[config.mk]
export PLATFORM = sky130hd
export DESIGN_NAME = mem_port_master
export DESIGN_NICKNAME = d
export VERILOG_FILES = /design/src/rtl/mem_pkg.sv /design/src/rtl/mem_port_master.sv
export SDC_FILE = /design/constraint.sdc
export NUM_CORES = 1
export LEC_CHECK = 0
export CAP_MARGIN = 20
export CORE_ASPECT_RATIO = 1.75
export CORE_MARGIN = 2
export CORE_UTILIZATION = 40
export CTS_CLUSTER_SIZE = 8
export DETAILED_ROUTE_END_ITERATION = 6
export PLACE_DENSITY = 0.86
export RECOVER_POWER = 50
export SETUP_SLACK_MARGIN = 0.4
export SLEW_MARGIN = 20
export SYNTH_ARGS = -nofsm -noshare
export SYNTH_HDL_FRONTEND = slang
export SYNTH_SLANG_ARGS = --single-unit
[constraint.sdc]
create_clock -name clk -period 2.19 [get_ports clk]
set_clock_uncertainty 0.1 [all_clocks]
set_input_delay 0.5475 -clock clk [delete_from_list [all_inputs] [get_ports clk]]
set_output_delay 0.5475 -clock clk [all_outputs]
set_load 0.02 [all_outputs]
[src/rtl/mem_pkg.sv]
// mem_pkg: memory port command/type encodings and the port master state set
package mem_pkg;
  typedef enum logic [1:0] {M_X, M_XRD, M_XWR} fcn_t;
  typedef enum logic [1:0] {MT_B, MT_H, MT_W} typ_t;
  typedef enum logic [2:0] {IDLE, READ, READ_OUT, WRITE, DONE} state_t;
endpackage

[src/rtl/mem_port_master.sv]
// mem_port_master: sequences host burst commands into single-word memory requests
module mem_port_master
  import mem_pkg::*;
#(
  parameter int AW = 32,
  parameter int DW = 32,
  parameter int SW = DW / 8,
  parameter int MAXLEN = 16,
  parameter int LW = $clog2(MAXLEN + 1)
) (
  input  logic          clk,
  input  logic          rst,
  input  logic          cmd_valid,
  output logic          cmd_ready,
  input  logic          cmd_wr,
  input  logic [AW-1:0] cmd_addr,
  input  logic [LW-1:0] cmd_len,
  input  logic          wdata_valid,
  output logic          wdata_ready,
  input  logic [DW-1:0] wdata,
  output logic          rdata_valid,
  input  logic          rdata_ready,
  output logic [DW-1:0] rdata,
  output logic          done,
  output logic          req_valid,
  input  logic          req_ready,
  output logic [AW-1:0] req_addr,
  output logic [DW-1:0] req_data,
  output fcn_t          req_fcn,
  output typ_t          req_typ,
  input  logic          resp_valid,
  input  logic [DW-1:0] resp_data
);
  state_t state;
  logic [AW-1:0] addr;
  logic [LW-1:0] cnt;
  logic [LW-1:0] len;
  logic wr_req;
  assign len = cmd_len > LW'(MAXLEN) ? LW'(MAXLEN) : cmd_len;
  assign wr_req = state == WRITE && wdata_valid;
  assign cmd_ready = state == IDLE;
  assign done = state == DONE;
  assign req_valid = state == READ || wr_req;
  assign req_fcn = state == READ ? M_XRD : wr_req ? M_XWR : M_X;
  assign req_typ = MT_W;
  assign req_addr = addr;
  assign req_data = wdata;
  assign wdata_ready = state == WRITE && req_ready;
  always_ff @(posedge clk) begin
    if (rst) begin
      state <= IDLE;
      addr <= '0;
      cnt <= '0;
      rdata_valid <= 1'b0;
      rdata <= '0;
    end else begin
      case (state)
        IDLE: if (cmd_valid) begin
          addr <= cmd_addr & ~AW'(SW - 1);
          cnt <= len;
          state <= len == '0 ? DONE : cmd_wr ? WRITE : READ;
        end
        READ: if (req_ready && resp_valid) begin
          rdata <= resp_data;
          rdata_valid <= 1'b1;
          state <= READ_OUT;
        end
        READ_OUT: if (rdata_ready) begin
          rdata_valid <= 1'b0;
          cnt <= cnt - LW'(1);
          addr <= addr + AW'(SW);
          state <= cnt == LW'(1) ? DONE : READ;
        end
        WRITE: if (wdata_valid && req_ready) begin
          cnt <= cnt - LW'(1);
          addr <= addr + AW'(SW);
          state <= cnt == LW'(1) ? DONE : WRITE;
        end
        default: state <= IDLE;
      endcase
    end
  end
endmodule

[Yosys cells after proc, flatten, opt, wreduce, memory -nomap -nowiden]
Index checks and enable logic that the tools add are counted.
Operators by class
  add/sub/neg operators: 2
  order comparisons: 1
  equality and inequality tests: 9
  mux-type cells: 23
  reductions and logical operators: 13
Operator list (count)
  $mux 32: 3
  $pmux 32 s3: 1
  $add 32x3->32 const B: 1
  $mux 3: 7
  $mux 5: 4
  $pmux 5 s3: 1
  $pmux 3 s4: 1
  $reduce_and 4->1: 2
  $eq 3x2->1 const B: 2
  $mux 2: 3
  $eq 5x1->1 const B: 1
  $gt 5x5->1 const B: 1
  $logic_not 5->1: 1
  $sub 5x1->5 const B: 1
  $logic_and 1x1->1: 4
  $ne 2x1->1 const B: 2
  $ne 2x2->1 const B: 2
  $eq 3x1->1 const B: 1
  $eq 3x3->1 const B: 1
  $logic_not 3->1: 1
  $reduce_and 3->1: 1
  $reduce_bool 3->1: 1
  $mux 1: 2
  $pmux 1 s2: 1
  other kinds (3): 3
Word-level totals
  register bits after elaboration: 73
  input port bits: 109
  output and inout port bits: 105

[Depth between registers and ports, before layout]
Gate-level depths: netlist of run 1.
  word-level depth: 6
  mapped depth: 8

[Worst setup path before layout of run 1]
OpenSTA, ideal clock, no wires.
  kind: register to register
  from: reg addr[2] (netlist: req_addr[2])
  to: reg addr[30] (netlist: req_addr[30])
  library setup time: 0.074 ns
  arrival: 1.966 ns
  setup slack: 0.050 ns
  cell stages (with the launch flop): 7
  path buffers: 0
  clock period less this slack: 2.140 ns
  cell sequence: dfxtp_1 ha_1 nand4_1 nor4_1 nand4_1 or4_1 a31oi_1
Between the ends
  cells in the longest elaborated chain, start to end: 3
  elaborated cells on any way between the ends: 4
  classes of those cells: add/sub (1); mux (3)
RTL lines
  from (decl): line mem_port_master.sv:35  | logic [AW-1:0] addr;
  from (signal assigned): line mem_port_master.sv:59  | addr <= cmd_addr & ~AW'(SW - 1);
  from (signal assigned): line mem_port_master.sv:71  | addr <= addr + AW'(SW);
  from (signal assigned): line mem_port_master.sv:76  | addr <= addr + AW'(SW);
  $add 32x3->32 *: line mem_port_master.sv:71, mem_port_master.sv:76
  $mux 32 (on tied branches): line mem_port_master.sv:74, mem_port_master.sv:68
  $pmux 32 s3 *: line mem_port_master.sv:57  | case (state)
Every way passes the cells marked *; elsewhere a longest branch is shown, timed or not. The select of a mux whose other input is x is not followed.
A chain may end at the register's enable or synchronous reset.

[Worst setup path after layout of run 1]
  from: reg addr[11] (netlist: req_addr[11])
  to: reg addr[18] (netlist: req_addr[18])
Same word-level chain as after synthesis.

==> results.cfg, run 1 <==
[outcome]
run_status = complete, no violations

[place]
dp_hpwl_mm = 9.242
gp_congestion = 0.8711
placement.cell_area_um2 = 5582
preCtsSetupSlack_ns = -0.3925
io_buffer_count = 143

[worst_setup_path]
crit_chain = buf_4, nand4_1, or3_4, buf_4, nor4b_2, a21oi_1, o31ai_1
end_kind = flop
r2r.worst_path.cells = 7
timing_worst_setup_path_type = flop to flop
timing.critical_path.from_type = flop
worst-endpoint-arrival_ns = 2.21
critPathMaxStageDelay_ns = 0.45
timing.critical_path.fanout_max = 4
critical_path_startpoint = req_addr[11]
critical-path-slowest-cell = sky130_fd_sc_hd__dfxtp_1
cell_occurring_most_often_along_the_worst_timing_path = sky130_fd_sc_hd__buf_4
regToRegStartpoint = req_addr[11]
setup.reg_to_reg.worst_slack_ns = 0.11
critical_path_required_time_ns = 2.33
worstReg2RegEnd = req_addr[18]

[synth]
synth_largest_type_area_fraction_pct = 35.33
post_synth_most_frequent_cells = sky130_fd_sc_hd__nand2_1, sky130_fd_sc_hd__dfxtp_1, sky130_fd_sc_hd__a21oi_1, sky130_fd_sc_hd__buf_4, sky130_fd_sc_hd__nor2_1
synthesis.area_per_instance_um2 = 7.505
synthDominantAreaCellType = sky130_fd_sc_hd__dfxtp_1
yosysMostFrequentCell = sky130_fd_sc_hd__nand2_1
ys_ff_latch = 71
post_synth_inst_count = 536
yosys.cell_types.count = 59
synth_warnings = 0
synth_enable_flop_cells = 0
total_standard_cell_area_after_synthesis_um2 = 4023
cells_taking_the_most_area_after_synthesis = sky130_fd_sc_hd__dfxtp_1, sky130_fd_sc_hd__nand2_1, sky130_fd_sc_hd__a21oi_1
most_frequently_used_flop_master_after_synthesis = sky130_fd_sc_hd__dfxtp_1
synth_async_sr_flop_share_pct = 0
synth-seq-area-share_pct = 35.33

[cts]
cts.sink_count = 71
numCtsBuffers = 9
worst_setup_hold_path_clk_slew_ns = 0.06
cts.htree.levels = 3
cts_tree = yes
clockBufferDepth = 2
worst_skew_pair.late_latency_ns = 0.34
cts_root_buffer = sky130_fd_sc_hd__clkbuf_16

[sta]
slew_violations = 0
max_freq_ghz = 0.4819
final-setup-viol-count = 0
final.period_utilization_pct = 94.76
hold_viol_final = 0
fin_crit_ns = 2.075
setup_repair_after_global_routing_missed_its_margin = yes
fin_tns_setup_ns = 0
worst_slack_ns = 0.1147

[power_and_ir_drop]
power_leakage_nw = 2.841
vdd_ir_drop_max_uv = 698.3
total_power_mw = 7.194
power-per-cell-area_nw_per_um2 = 1038

[global_route]
maximum_number_of_pins_on_one_net_before_global_route_repair = 69
grt_first_pass_wirelength_mm = 22.49
first_global_vias = 4770
global_route.usage.total_pct = 26.26
final_global_route_overflow_total = 0
antenna_violations_before_repair = 0

[hold_path]
hold_depth = 2
hold_path_end = rdata[16]
holdCritPathClass = flop to flop
hold_path_startpoint = rdata[16]

[routing]
remaining_drc_errors = 0
routed_wirelength_mm = 16.15
detail_route.wl_per_cell_um = 19.34
drt_pass1_iterations = 5
vias_per_cell = 5.867
dr_iter_0_viols = 468
ant_nets = 0
vias = 4899

[die]
rows = 48
die_area_um2 = 10910
starting_utilization_of_the_core_area_pct = 40.84
top_level_ports = 214
fp.dieW_um = 79.81
core-area_um2 = 9849
die_y_um = 136.7

[cells_and_area]
insertedDiodeCount = 0
num-fill-cells = 794
finish.utilization_pct = 70.39
area.growth.synth_to_final_pct = 72.35
finish.net_count = 818
post_route_cells_drive_above_1_share_pct = 31.41
multiInputGateArea_um2 = 2690
sequential_cell_area_um2 = 1463
final_area_um2 = 6933

[run]
max_cap_violations = 0
worst max path at each step:
stage / endpoint / cells past startpoint
floorplan: req_addr[30] / 6
global placement: req_valid / 4
detailed placement: req_valid / 4
CTS: req_valid / 4
global route: req_addr[30] / 7
finish: req_addr[18] / 7
stage by stage:
step	std cells	hold slack [ns]
2_1_floorplan	538	0.3671
3_3_place_gp	763	0.3430
3_5_place_dp	763	0.3472
4_1_cts	810	0.3521
5_1_grt	835	0.3769
6_report	835	0.3521
cells by family (layout without fill, tap and decap cells):
family          Yosys count  in the layout  synth area share, %
compound gates          146            146                22.21
fa+ha+maj                 3              3               0.9332
buf+inv                  81            253                11.63
flops                    71             71                35.33
mux                       7              7                1.742
other cells               2              4               0.1867
simple gates            226            226                27.96
cells in the final DEF, fill, tap and decap left out, types with 7 or more instances in the layout:
master / instances
sky130_fd_sc_hd__dlygate4sd2_1: 52
sky130_fd_sc_hd__a21oi_1: 46
sky130_fd_sc_hd__and3_1: 8
sky130_fd_sc_hd__o31ai_1: 8
sky130_fd_sc_hd__buf_4: 53
sky130_fd_sc_hd__buf_12: 9
sky130_fd_sc_hd__nand2_1: 82
sky130_fd_sc_hd__a21oi_2: 16
sky130_fd_sc_hd__nand2_4: 21
sky130_fd_sc_hd__buf_6: 18
sky130_fd_sc_hd__dfxtp_4: 9
sky130_fd_sc_hd__a31oi_1: 8
sky130_fd_sc_hd__o21ai_0: 17
sky130_fd_sc_hd__dfxtp_1: 56
sky130_fd_sc_hd__inv_1: 7
sky130_fd_sc_hd__nand3_1: 9
sky130_fd_sc_hd__mux2i_1: 7
sky130_fd_sc_hd__clkbuf_16: 14
sky130_fd_sc_hd__nand4_1: 13
sky130_fd_sc_hd__nor2_1: 29
sky130_fd_sc_hd__clkdlybuf4s50_1: 69
sky130_fd_sc_hd__clkbuf_1: 10
critical path: cells and delay by family, from the launching register on:
family | cells | cell delay, ns
buffers and inverters | 2 | 0.32
and+or+nand+nor | 3 | 0.78
DFF | 1 | 0.45
AOI/OAI and AO/OA | 2 | 0.32
final cells by class:
class,instances,share of cell area [%]
clock buffer,15,4.151
timing repair buffer,229,33.21
tap,125,2.256
inverter,9,0.4873
multi-input combinational,386,38.80
sequential,71,21.10
state kept, by name, summed over array words and instances, names as in the netlist:
signal	cells
rdata	32
req_addr	30
cnt	5
state	3
rdata_valid	1
metal layers:
| metal | vias to the layer above | wire length [µm] | track usage (%) |
|---|---|---|---|
| met5 | - | 0 | 0 |
| met2 | 270 | 8690 | 47.15 |
| li1 | 2223 | - | - |
| met1 | 2314 | 5335 | 26.12 |
| met4 | 0 | 965 | 19.40 |
| met3 | 92 | 1157 | 5.211 |
repair_timing:
item,in CTS,in global routing
setup endpoints to repair,138,80
resized for setup,149,125
hold buffers,0,0
gates cloned,3,6
pin swaps,19,49
setup buffers,29,19
power breakdown:
group | internal, mW | leakage (nW) | switching (mW)
Clock | 0.885 | 0.142 | 0.535
Combinational | 1.91 | 2.11 | 1.90
Sequential | 1.58 | 0.588 | 0.372
(Power assumes the default switching activity.)
==> inputs of run 2 (changes only) <==
- PLACE_DENSITY: 0.86 -> default
- PLACE_DENSITY_LB_ADDON: default -> 0.2
==> results.cfg, run 2 (synthesis results as in run 1) <==
[outcome]
run_status = complete, no violations

[worst_setup_path]
end_kind = flop
worst-endpoint-arrival_ns = 2.25
critical_path_startpoint = req_addr[4]
timing.critical_path.fanout_max = 7
critical_path_required_time_ns = 2.32
r2r.worst_path.cells = 6
critical-path-slowest-cell = sky130_fd_sc_hd__dfxtp_1
crit_chain = nand4_1, buf_4, or3_4, nor4b_2, a21oi_1, o31ai_1
timing_worst_setup_path_type = flop to flop
critPathMaxStageDelay_ns = 0.49
worstReg2RegEnd = req_addr[18]
setup.reg_to_reg.worst_slack_ns = 0.07
timing.critical_path.from_type = flop
regToRegStartpoint = req_addr[4]

[global_route]
gr-max-usage-layer = met2
first_global_vias = 4640
grt_first_pass_wirelength_mm = 22.78
gr-usage-met3_pct = 5.937
maximum_number_of_pins_on_one_net_before_global_route_repair = 69
global_route.usage.total_pct = 26.66
final_global_route_overflow_total = 0
antenna_violations_before_repair = 0
groute.layer.met1.usage_pct = 28.38
globalRouteMet2Util_pct = 47.76

[hold_path]
hold_depth = 2
hold_path_end = rdata[20]
holdCritPathClass = flop to flop
hold_path_startpoint = rdata[20]

[cells_and_area]
area.growth.synth_to_final_pct = 79.84
finish.net_count = 834
largest_register_ff_count = 32
insertedDiodeCount = 0
mostFrequentLayoutCells = sky130_fd_sc_hd__nand2_1, sky130_fd_sc_hd__clkdlybuf4s50_1, sky130_fd_sc_hd__dfxtp_1
post_route_cells_drive_above_1_share_pct = 33.98
layout.cells.most_common = sky130_fd_sc_hd__nand2_1
register_with_the_most_flip_flops = rdata

[power_and_ir_drop]
power-per-cell-area_nw_per_um2 = 1038
clockPowerShare_pct = 18.3
power.share.combinational_pct = 55.2
vdd_ir_drop_max_uv = 759.4
power_leakage_nw = 2.998
seq_power_share_pct = 26.5
net-switching-power_mw = 3.069
power.share.switching_pct = 40.88
internal_power_mw = 4.438

[place]
gp_congestion = 0.8406
preCtsSetupSlack_ns = -0.4224
io_buffer_count = 143
dp_hpwl_mm = 8.956

[run]
max_cap_violations = 0

[die]
core-area_um2 = 9849
top_level_ports = 214
rows = 48
die_area_um2 = 10910
die_y_um = 136.7
fp.dieW_um = 79.81
starting_utilization_of_the_core_area_pct = 40.84

[routing]
drt_pass1_iterations = 5
vias_per_cell = 5.818
dr_iter_0_viols = 412
detail_route.wl_per_cell_um = 19.55
vias = 4957
ant_nets = 0
routed_wirelength_mm = 16.66
remaining_drc_errors = 0

[cts]
worst_setup_hold_path_clk_slew_ns = 0.06
cts.htree.levels = 3
numCtsBuffers = 9
clockBufferDepth = 2
cts_tree = yes
cts.sink_count = 71
worst_skew_pair.late_latency_ns = 0.33
cts_root_buffer = sky130_fd_sc_hd__clkbuf_16

[sta]
fin_tns_setup_ns = 0
fin_worst_hold_slack_ns = 0.3514
hold_viol_final = 0
max_freq_ghz = 0.4723
worst_slack_ns = 0.07265
setup_repair_after_global_routing_missed_its_margin = yes
final.period_utilization_pct = 96.68
final-setup-viol-count = 0
fin_crit_ns = 2.117
slew_violations = 0
[run 2: cell count changes in the layout (fill, tap and decap cells not counted), sizes merged]
| cell | previous run | this run |
|---|---|---|
| bufbuf | 1 | 0 |
| buf | 87 | 103 |
| clkdlybuf4s50 | 69 | 68 |
| dlygate4sd2 | 52 | 54 |
| dlymetal6s2s | 0 | 1 |
| clkbuf | 29 | 26 |
| clkinv | 1 | 3 |
| clkinvlp | 0 | 1 |
[run 2: final cells by class]
class / count / area, µm²
Clock buffer: 13 / 260.3
Clock inverter: 3 / 17.52
Fill cell: 741 / 2615
Inverter: 9 / 33.78
Multi-Input combinational cell: 386 / 2778
Sequential cell: 71 / 1455
Tap cell: 125 / 156.4
Timing Repair Buffer: 245 / 2534
[run 2: how the worst max path moves through the flow]
stage          slack, ns      endpoint
2_1_floorplan       0.32  req_addr[30]
3_3_place_gp       -0.42     req_valid
3_5_place_dp       -0.42     req_valid
4_1_cts             0.14     req_valid
5_1_grt            -0.02  req_addr[18]
6_report            0.07  req_addr[18]
[run 2: routing by layer]
layer	vias to the layer above	wire length [µm]
li1	2256	-
met1	2372	5797
met4	0	768
met3	66	1201
met5	-	0
met2	263	8889
[run 2: power groups by stage]
stage | sequential (mW) | combinational (mW) | clock [mW]
after floorplan | 2.15 | 1.38 | 0
after global placement | 1.96 | 2.58 | 0
after detailed placement | 1.98 | 2.64 | 0
after CTS | 1.96 | 3.53 | 1.39
after global routing | 2.02 | 4.36 | 1.46
final | 1.99 | 4.15 | 1.37
[run 2: worst max-delay path: cells and delay by family (launching register included)]
kind / cells / cell delay, ns
flops: 1 / 0.49
compound gates: 2 / 0.32
simple gates: 3 / 0.90
buf+inv: 1 / 0.20
[run 2: timing repair]
| action | 4_1_cts | 5_1_grt |
|---|---|---|
| hold buffers | 0 | 0 |
| pin swaps | 29 | 40 |
| gates cloned | 8 | 7 |
| endpoints found under the setup margin | 138 | 88 |
| setup buffers | 35 | 17 |
| resized for setup | 192 | 118 |
[run 2: stage by stage]
step / cells / utilization (%) / area, µm² / power (mW)
after floorplan: 538 / - / 4169 / 3.526
after global placement: 769 / 57.25 / 5639 / 4.547
after detailed placement: 769 / 57.25 / 5639 / 4.619
after CTS: 828 / 67.16 / 6615 / 6.878
after global routing: 852 / 73.45 / 7234 / 7.836
final: 852 / 73.45 / 7234 / 7.507
==> inputs of run 3 (changes only) <==
- CORE_UTILIZATION: 40 -> 36
- clock period: 2.19 -> 1.9 ns (I/O delays scaled with it)
==> results.cfg, run 3 (synthesis results as in run 1) <==
[global_route]
grt_first_pass_wirelength_mm = 25.60
globalRouteMet2Util_pct = 52.08
gr-usage-met3_pct = 4.136
gr-max-usage-layer = met2
final_global_route_overflow_total = 0
global_route.usage.total_pct = 27.10
first_global_vias = 4995
groute.layer.met1.usage_pct = 26.96
maximum_number_of_pins_on_one_net_before_global_route_repair = 41
antenna_violations_before_repair = 0

[power_and_ir_drop]
total_power_mw = 9.531
net-switching-power_mw = 3.822
power.share.switching_pct = 40.11
seq_power_share_pct = 24.2
power.share.combinational_pct = 57.2
power-per-cell-area_nw_per_um2 = 1212
clockPowerShare_pct = 18.6
internal_power_mw = 5.708
power_leakage_nw = 3.172
vdd_ir_drop_max_uv = 870.5

[routing]
drt_pass1_iterations = 4
routed_wirelength_mm = 17.86
dr_iter_0_viols = 200
vias_per_cell = 5.718
ant_nets = 0
vias = 5026
detail_route.wl_per_cell_um = 20.31
remaining_drc_errors = 0

[die]
fp.dieW_um = 83.91
starting_utilization_of_the_core_area_pct = 36.44
rows = 51
core-area_um2 = 11040
die_area_um2 = 12070
top_level_ports = 214
die_y_um = 143.8

[worst_setup_path]
worst-endpoint-arrival_ns = 1.39
setup.reg_to_reg.worst_slack_ns = -0.02
timing_worst_setup_path_type = flop to output port
timing.critical_path.from_type = flop
critical_path_required_time_ns = 1.32
regToRegStartpoint = req_addr[6]
r2r.worst_path.cells = 5
end_kind = output port
timing.critical_path.fanout_max = 3
worstReg2RegEnd = req_addr[29]

[sta]
setup_repair_after_global_routing_missed_its_margin = yes
fin_tns_setup_ns = -0.1067
max_freq_ghz = 0.5078
fin_crit_ns = 1.969
final.period_utilization_pct = 103.7
slew_violations = 0
hold_viol_final = 0
worst_slack_ns = -0.06945
final-setup-viol-count = 3

[cts]
worst_skew_pair.late_latency_ns = 0.34
clockBufferDepth = 2
numCtsBuffers = 9
cts.sink_count = 71
cts_hold_buf = 0
cts.htree.levels = 3
worst_setup_hold_path_clk_slew_ns = 0.06
cts_root_buffer = sky130_fd_sc_hd__clkbuf_16
cts_tree = yes

[outcome]
run_status = complete, but fails checks
violated_checks = negative setup slack

[place]
dp_hpwl_mm = 9.804
dp_cells = 797
io_buffer_count = 143
placement.cell_area_um2 = 5858
gp_congestion = 0.8740

[cells_and_area]
mostFrequentLayoutCells = sky130_fd_sc_hd__clkdlybuf4s50_1, sky130_fd_sc_hd__buf_6, sky130_fd_sc_hd__buf_4
final_area_um2 = 7863
num-fill-cells = 841
area.growth.synth_to_final_pct = 95.46
insertedDiodeCount = 0
finalNonFillerCells = 879
finish.net_count = 855
post_route_cells_drive_above_1_share_pct = 49.67
largest_register_ff_count = 32
register_with_the_most_flip_flops = rdata
layout.cells.most_common = sky130_fd_sc_hd__clkdlybuf4s50_1

[hold_path]
hold_depth = 2
holdCritPathClass = flop to flop
hold_path_startpoint = rdata[21]
hold_path_end = rdata[21]

[run]
max_cap_violations = 0
-- run 3: cell count changes in the layout (fill, tap and decap cells not counted), sizes merged, moves of 2 or more --
| cell | before | now |
|---|---|---|
| dlygate4sd2 | 54 | 6 |
| buf | 103 | 149 |
| clkbuf | 26 | 51 |
| clkdlybuf4s15 | 5 | 0 |
| and2 | 3 | 6 |
| clkdlybuf4s50 | 68 | 66 |
-- run 3: through the flow --
step / hold WS [ns] / worst slack, ns / util, %
floorplan: 0.3671 / 0.1295 / -
global placement: 0.3407 / -0.5166 / 53.07
detailed placement: 0.3453 / -0.5094 / 53.07
CTS: 0.3570 / -0.06528 / 65.33
global route: 0.3849 / -0.1014 / 71.22
finish: 0.3627 / -0.06945 / 71.22
-- run 3: final cells by class --
type | instances | area (µm²) | share of cell area, %
multi-input combinational | 389 | 3222 | 40.98
clock inverter | 5 | 56.30 | 0.7161
sequential | 71 | 1496 | 19.03
inverter | 9 | 33.78 | 0.4297
clock buffer | 10 | 250.2 | 3.183
timing repair buffer | 263 | 2639 | 33.56
tap | 132 | 165.2 | 2.101
-- run 3: worst max path at each step --
| stage | startpoint | to | slack (ns) |
|---|---|---|---|
| 4_1_cts | state[2] | req_valid | -0.07 |
| 2_1_floorplan | req_addr[10] | req_addr[31] | 0.13 |
| 3_3_place_gp | wdata_valid | req_valid | -0.52 |
| 6_report | state[2] | req_valid | -0.07 |
| 5_1_grt | state[2] | req_valid | -0.10 |
| 3_5_place_dp | wdata_valid | req_valid | -0.51 |
-- run 3: power by group through the flow --
stage | Clock [mW] | Combinational [mW] | Sequential, mW
2_1_floorplan | 0 | 1.77 | 2.49
3_3_place_gp | 0 | 3.26 | 2.22
3_5_place_dp | 0 | 3.33 | 2.23
4_1_cts | 1.79 | 4.59 | 2.24
5_1_grt | 1.85 | 5.71 | 2.34
6_report | 1.77 | 5.46 | 2.30
-- run 3: routing by layer --
layer,routed length (µm),vias to the layer above
met5,0,-
met4,933,0
met3,915,68
met2,9879,236
met1,6127,2410
li1,-,2312
-- run 3: worst max-delay path, cell delays in order (launching register included) --
cell                      delay (ns)
sky130_fd_sc_hd__dfxtp_2        0.32
sky130_fd_sc_hd__and2b_2        0.23
sky130_fd_sc_hd__and3_4         0.16
sky130_fd_sc_hd__or2_4          0.22
sky130_fd_sc_hd__buf_6          0.13
-- run 3: timing repair --
item                                    CTS  global route
gates cloned                             15             1
buffers inserted                         35            16
pin swaps                                79            87
gates resized for setup                 492           162
endpoints found under the setup margin  140           103
